===== src/rtl/readbuf_line_ctrl.sv =====
// Line pointer / character counter for the read-buffer frame BRAM.
// Tracks committed lines with their lengths and steps the read address through them.
module readbuf_line_ctrl #(
    parameter int LINE_BITS = 3,
    parameter int CHAR_BITS = 11
) (
    input  logic                           clk,
    input  logic                           rst,
    input  logic                           wr_newline,
    input  logic [CHAR_BITS-1:0]           wr_lastidx,
    output logic [LINE_BITS-1:0]           wr_line,
    output logic                           wr_full,
    input  logic                           rd_newline,
    input  logic                           rd_char_incr,
    output logic                           greenflag,
    output logic                           lastflag,
    output logic [LINE_BITS+CHAR_BITS-1:0] rd_addr,
    output logic [LINE_BITS:0]             lines_used,
    output logic                           overflow_err,
    output logic                           underflow_err
);

    localparam int NUM_LINES = 1 << LINE_BITS;
    localparam logic [LINE_BITS:0] FULL_COUNT = {1'b1, {LINE_BITS{1'b0}}};

    logic [LINE_BITS:0]     count_q, count_d;
    logic [LINE_BITS-1:0]   wr_ptr_q, wr_ptr_d;
    logic [LINE_BITS-1:0]   rd_line_q, rd_line_d;
    logic [CHAR_BITS-1:0]   rd_char_q, rd_char_d;
    logic                   overflow_q, overflow_d;
    logic                   underflow_q, underflow_d;
    logic [CHAR_BITS-1:0]   len_q [NUM_LINES];
    logic [CHAR_BITS-1:0]   len_d [NUM_LINES];

    logic full, green, last, do_write, do_read;

    // Status is derived purely from registers so the read FSM never sees a combinational loop.
    always_comb begin
        full     = (count_q == FULL_COUNT);
        green    = (count_q != '0);
        last     = green && (rd_char_q == len_q[rd_line_q]);
        do_write = wr_newline && !full;
        do_read  = rd_newline && green;
    end

    always_comb begin
        count_d     = count_q;
        wr_ptr_d    = wr_ptr_q;
        rd_line_d   = rd_line_q;
        rd_char_d   = rd_char_q;
        overflow_d  = overflow_q;
        underflow_d = underflow_q;
        len_d       = len_q;

        if (do_write) begin
            len_d[wr_ptr_q] = wr_lastidx;
            wr_ptr_d        = wr_ptr_q + LINE_BITS'(1);
        end else if (wr_newline) begin
            overflow_d = 1'b1;
        end

        // Retiring a line takes priority over stepping within it.
        if (do_read) begin
            rd_line_d = rd_line_q + LINE_BITS'(1);
            rd_char_d = '0;
        end else if (rd_newline) begin
            underflow_d = 1'b1;
        end else if (rd_char_incr && green && !last) begin
            rd_char_d = rd_char_q + CHAR_BITS'(1);
        end

        case ({do_write, do_read})
            2'b10:   count_d = count_q + (LINE_BITS+1)'(1);
            2'b01:   count_d = count_q - (LINE_BITS+1)'(1);
            default: count_d = count_q;
        endcase
    end

    always_ff @(posedge clk) begin
        if (rst) begin
            count_q     <= '0;
            wr_ptr_q    <= '0;
            rd_line_q   <= '0;
            rd_char_q   <= '0;
            overflow_q  <= 1'b0;
            underflow_q <= 1'b0;
        end else begin
            count_q     <= count_d;
            wr_ptr_q    <= wr_ptr_d;
            rd_line_q   <= rd_line_d;
            rd_char_q   <= rd_char_d;
            overflow_q  <= overflow_d;
            underflow_q <= underflow_d;
        end
    end

    // Length table is left unreset: a line's entry is always written before it can be read.
    always_ff @(posedge clk) begin
        len_q <= len_d;
    end

    assign wr_line       = wr_ptr_q;
    assign wr_full       = full;
    assign greenflag     = green;
    assign lastflag      = last;
    assign rd_addr       = {rd_line_q, rd_char_q};
    assign lines_used    = count_q;
    assign overflow_err  = overflow_q;
    assign underflow_err = underflow_q;

endmodule


===== config.mk =====
export PLATFORM = sky130hd
export DESIGN_NAME = readbuf_line_ctrl
export DESIGN_NICKNAME = d
export VERILOG_FILES = /design/src/rtl/readbuf_line_ctrl.sv
export SDC_FILE = /design/constraint.sdc
export NUM_CORES = 1
export LEC_CHECK = 0
export ABC_AREA = 1
export ABC_CLOCK_PERIOD_IN_PS = 2700
export BUFFER_PORTS_ARGS = -buffer_cell sky130_fd_sc_hd__buf_2
export CAP_MARGIN = 20
export CELL_PAD_IN_SITES_DETAIL_PLACEMENT = 0
export CELL_PAD_IN_SITES_GLOBAL_PLACEMENT = 2
export CORE_MARGIN = 5
export CORE_UTILIZATION = 37
export DETAILED_ROUTE_END_ITERATION = 7
export MAX_ROUTING_LAYER = met4
export PLACE_DENSITY = 0.87
export SYNTH_ARGS = -nofsm -noshare
export SYNTH_HDL_FRONTEND = slang
export SYNTH_SLANG_ARGS = --single-unit

===== constraint.sdc =====
create_clock -name clk -period 2.7 [get_ports clk]
set_clock_uncertainty 0.15 [all_clocks]
set_input_delay 0.81 -clock clk [delete_from_list [all_inputs] [get_ports clk]]
set_output_delay 0.81 -clock clk [all_outputs]
set_load 0.02 [all_outputs]

[Word-level counts from Yosys, hierarchy flattened]
Cells that the tools add are included.
Storage, ports and cells
  output and inout bits: 26
  register bits: 111
  word-level logic and storage cells: 52
Cells by class
  muxes and demuxes: 7
  $add $sub $neg: 5
  $lt $le $gt $ge: 3
  equal/unequal tests: 4
  bitwise operators: 5
  reduce and logical (&&, ||, !) cells: 14
Operators by type and width (count)
  88-bit bitwise mux: 1
  11-bit binary-select mux with 3-bit select: 1
  11-bit demux with 3-bit select: 1
  11-bit two-way mux: 3
  11-bit by 1-bit adder with 11-bit output, second input constant: 1
  11-bit equality test: 1
  4-bit >= comparator, second input constant: 2
  3-bit NOT with 4-bit output: 2
  4-bit one-hot mux with 2 select lines: 1
  3-bit by 1-bit adder with 3-bit output, second input constant: 2
  1-bit logical AND: 6
  2-bit AND reduction: 3
  4-bit by 1-bit adder with 4-bit output, second input constant: 1
  4-bit equality test, second input constant: 1
  4-bit by 1-bit less-than comparator with 1-bit output, second input constant: 1
  4-bit nonzero test: 1
  4-bit by 1-bit subtractor with 4-bit output, second input constant: 1
  1-bit NOT: 3
  2-bit by 1-bit equality test with 1-bit output, second input constant: 1
  2-bit equality test, second input constant: 1
  1-bit zero test: 2
  2-bit nonzero test: 1
  2-bit OR reduction: 1

[Longest topological paths before layout]
  depth after elaboration: 9
  depth in mapped cells: 18
  depth with buffers taken out: 16

[Worst setup path before layout]
OpenSTA, ideal clock, no wires.
  path kind: reg2out
  from: register rd_line_q[0]
  to: output lastflag
  path slack: 9 ps
  stages on the path, launching flop included: 14
  data required time: 1740 ps
  arrival: 1731 ps
  cell sequence: dfxtp_1 -> buf_6 -> buf_6 -> nand2_1 -> nand3_1 -> nand3_1 -> nand3_1 -> nand2_1 -> nor2_1 -> nand2_1 -> nor2_1 -> nand2_2 -> buf_6 -> inv_1
Between the ends
  cells in the longest elaborated chain, start to end: 6
Ends and longest elaborated chain
  from (decl): line 28  | logic [LINE_BITS-1:0] rd_line_q, rd_line_d;
  from (signal assigned): line 90  | rd_line_q <= rd_line_d;
  3-bit NOT with 4-bit output (implied by the code): line 41  | last = green && (rd_char_q == len_q[rd_line_q]);
  11-bit binary-select mux with 3-bit select: line 41
  11-bit two-way mux (implied by the code) (2 in a row): line 41
  11-bit equality test: line 41
  1-bit logical AND: line 41
  to (decl): line 16  | output logic lastflag,
No other way between the ends. The select of a mux whose other input is x is not followed.

[Worst setup path in the final report]
Ends and elaborated chain as after synthesis.

==> metrics.yaml <==
setup_path:
  crit_arrival_ns: 2.00
  crit_required_ns: 1.74
  cp_max_fo: 5
  crit-reg2reg-launch: "lines_used[0]"
  start_kind: "flop"
  crit_type: "reg2out"
  endpoint_kind: "primary output"
  crit_start: "rd_line_q[0]"
min_path:
  holdCritStartpoint: "underflow_err"
  holdCritPathClass: "reg2reg"
placed_design:
  portBuffers: 41
  dp_hpwl_um: 8550
  placedCellCount: 827
  pre_cts_ws_ns: -0.0735
  gp_congestion: 0.818
  dpl_cell_area_um2: 5800
global_routing:
  grt_pass1_wl_um: 20700
  grt_util_all_layers: 0.167
  grt.overflow.total: 0
  grt_pass1_vias: 3845
  antenna_found_initial: 0
  grt_max_degree: 23
routing:
  post_drt_wl_per_cell_um: 15.1
  highest_layer: "met4"
  ant_nets: 0
  wl_met2_um: 6190
  drc: 0
  wl_met3_um: 546
  avgViaCountPerCell: 4.70
  wl_met1_um: 5880
  wirelength_um: 12800
  first_iter_violations: 201
  num_vias: 3983
  first_pass_iters: 4
synthesis:
  syn_avg_cell_area_um2: 8.77
  synth-compound-area-share: 0.0201
  synth_flop_cell: "edfxtp_1"
  yosysTopAreaCell: "edfxtp_1"
  synth_mux_area_frac: 0
  synth-xor-area-share: 0.00334
  netlist-cell-type-count: 24
  synth_top_area_frac: 0.505
  synthSimpleGateAreaFrac: 0.256
  yosysSeqAreaShare: 0.592
  synthTopCellsByArea: "edfxtp_1, nand2_1, dfxtp_1"
  synthArstFlopShare: 0
  synth_top_family_by_area: "simple AND/OR/NAND/NOR gates"
  yosysWarnings: 0
  synth_most_common_cell: "nand2_1"
  synth_area_um2: 5240
  yosys-top-cells-count: "nand2_1, inv_1, edfxtp_1, nand3_1, nor2_1"
  syn_inst: 597
  synthAdderAreaFrac: 0.0182
  ys_ff_latch: 111
  syn_nets: 620
  synth_edf_count: 88
floorplanning:
  initial_utilization: 0.377
  rows: 43
  core_region_area_um2: 13900
  dieArea_um2: 16600
  die-height_um: 129
  die_x_um: 129
  num_io_pins: 42
job:
  maxCapViolCount: 0
clock_network:
  path_clk_slew_ns: 0.07
  cts_made_buffers: 9
  clk-insertion-delay-late_ns: 0.35
  cts_max_path_buffers: 2
  clock_tree.root_cell: "clkbuf_16"
  htreeDepth: 3
  cts_tree: "done"
  clock_sinks: 111
  cts_hold_buf: 0
sta:
  finalHoldViolCount: 0
  min_period_ns: 2.96
  fin_crit_sh: 1.10
  setup-violations-final: 1
  tightestPinTransition_ns: 0.773
  max_freq_mhz: 338
  hold_ws_ns: 0.299
  rsz0062_at_grt: "true"
  setup_slack_ns: -0.261
  slew_headroom: 0.483
  drv_slew: 0
run_status:
  failed_checks: "setup timing"
  status: "complete, but fails checks"
power_and_ir_drop:
  cellPowerDensity_nw_per_um2: 844
  comb_power_share: 0.380
  pwr-share-clk: 0.238
  p_seq_frac: 0.382
  p_switching_mw: 1.90
  intPower_mw: 3.51
  leakage_nw: 2.91
  vdd_ir_drop_max_uv: 375
  p_sw_frac: 0.352
finish:
  final-seq-area_um2: 3110
  drive_gt1_frac: 0.202
  n_fill_cell: 1328
  final_nets: 688
  multi_input_area_um2: 1700
  n_antenna_cell: 0
  finalNonFillerCells: 848
  stdcell_area_um2: 6420
  area_delta_synth_final_pct: 22.5
==> cells by family after synthesis <==
kind of cell / after synthesis
buf+inv: 140
compound gates: 18
xor+xnor: 2
simple gates: 319
fa+ha+maj: 7
flops: 111
==> flip-flops by register name (all words and copies together), names as in the netlist <==
signal and count:
rd_line_q 3, underflow_err 1, rd_char_q 11, overflow_err 1, lines_used 4, wr_line 3, len_q 88
==> routing by layer <==
layer / GRT usage / vias to the layer above
met5: - / -
li1: - / 2032
met3: 0.0232 / 12
met2: 0.262 / 72
met4: 0.0649 / 0
met1: 0.220 / 1867
==> critical path, stage by stage, from the launching register on <==
cell	delay [ns]
dfxtp_4	0.44
inv_8	0.07
buf_6	0.13
nand2_1	0.05
nand3_1	0.06
nand3_1	0.18
nand2_1	0.08
nand2_1	0.06
nand2_1	0.05
nor2_1	0.10
nand2_1	0.09
nor2_1	0.12
nand2_2	0.07
inv_2	0.05
buf_6	0.10
==> power groups by stage <==
stage / Sequential (mW) / Combinational [mW] / Clock [mW]
after floorplan: 2.14 / 1.09 / 0
after global placement: 2.08 / 1.69 / 0
after detailed placement: 2.08 / 1.70 / 0
after CTS: 2.06 / 1.99 / 1.32
after global routing: 2.08 / 2.31 / 1.38
final: 2.07 / 2.06 / 1.29
==> layout by cell type (no fill, tap or decap), types with 2 or more instances in the layout <==
cell	n
nand2_1	167
inv_1	110
edfxtp_1	88
nand3_1	59
nor2_1	40
buf_2	40
buf_4	26
dfxtp_1	21
nand3_2	19
nand4_1	12
nand2_2	10
clkbuf_16	10
inv_2	8
a21oi_1	7
nor3_1	6
ha_1	6
o21ai_0	4
buf_16	4
buf_12	4
a211oi_1	3
nor2_2	2
xnor2_1	2
nor3b_1	2
clkinvlp_4	2
buf_6	2
==> final timing paths <==
path / endpoint / slack (ns) / cells past startpoint
min: underflow_err / 0.30 / 2
min reg2reg: underflow_err / 0.30 / 2
max reg2reg: lines_used[3] / 0.24 / 13
max: lastflag / -0.26 / 14
==> what timing repair did <==
action	4_1_cts	5_1_grt
buffers inserted	1	0
resized for setup	37	15
endpoints found under the hold margin	0	0
gates cloned	5	1
pin swaps	25	8
endpoints found under the setup margin	1	2
==> layout make-up <==
cell class              count  share of cell area
well taps                 180              0.0351
multi-input cells         346               0.265
clock buffers              10              0.0357
flip-flops and latches    111               0.484
inverters                 119              0.0708
clock inverters             4             0.00761
repair buffers             78               0.101
==> stage by stage <==
| stage | setup TNS [ns] | power, mW | util |
|---|---|---|---|
| after CTS | -0.244 | 5.37 | 0.457 |
| after floorplan | 0 | 3.23 | - |
| after global placement | -0.0159 | 3.77 | 0.418 |
| after detailed placement | -0.0735 | 3.78 | 0.418 |
| final | -0.261 | 5.41 | 0.462 |
| after global routing | -0.390 | 5.77 | 0.462 |
Power figures use the tool's default switching activity.
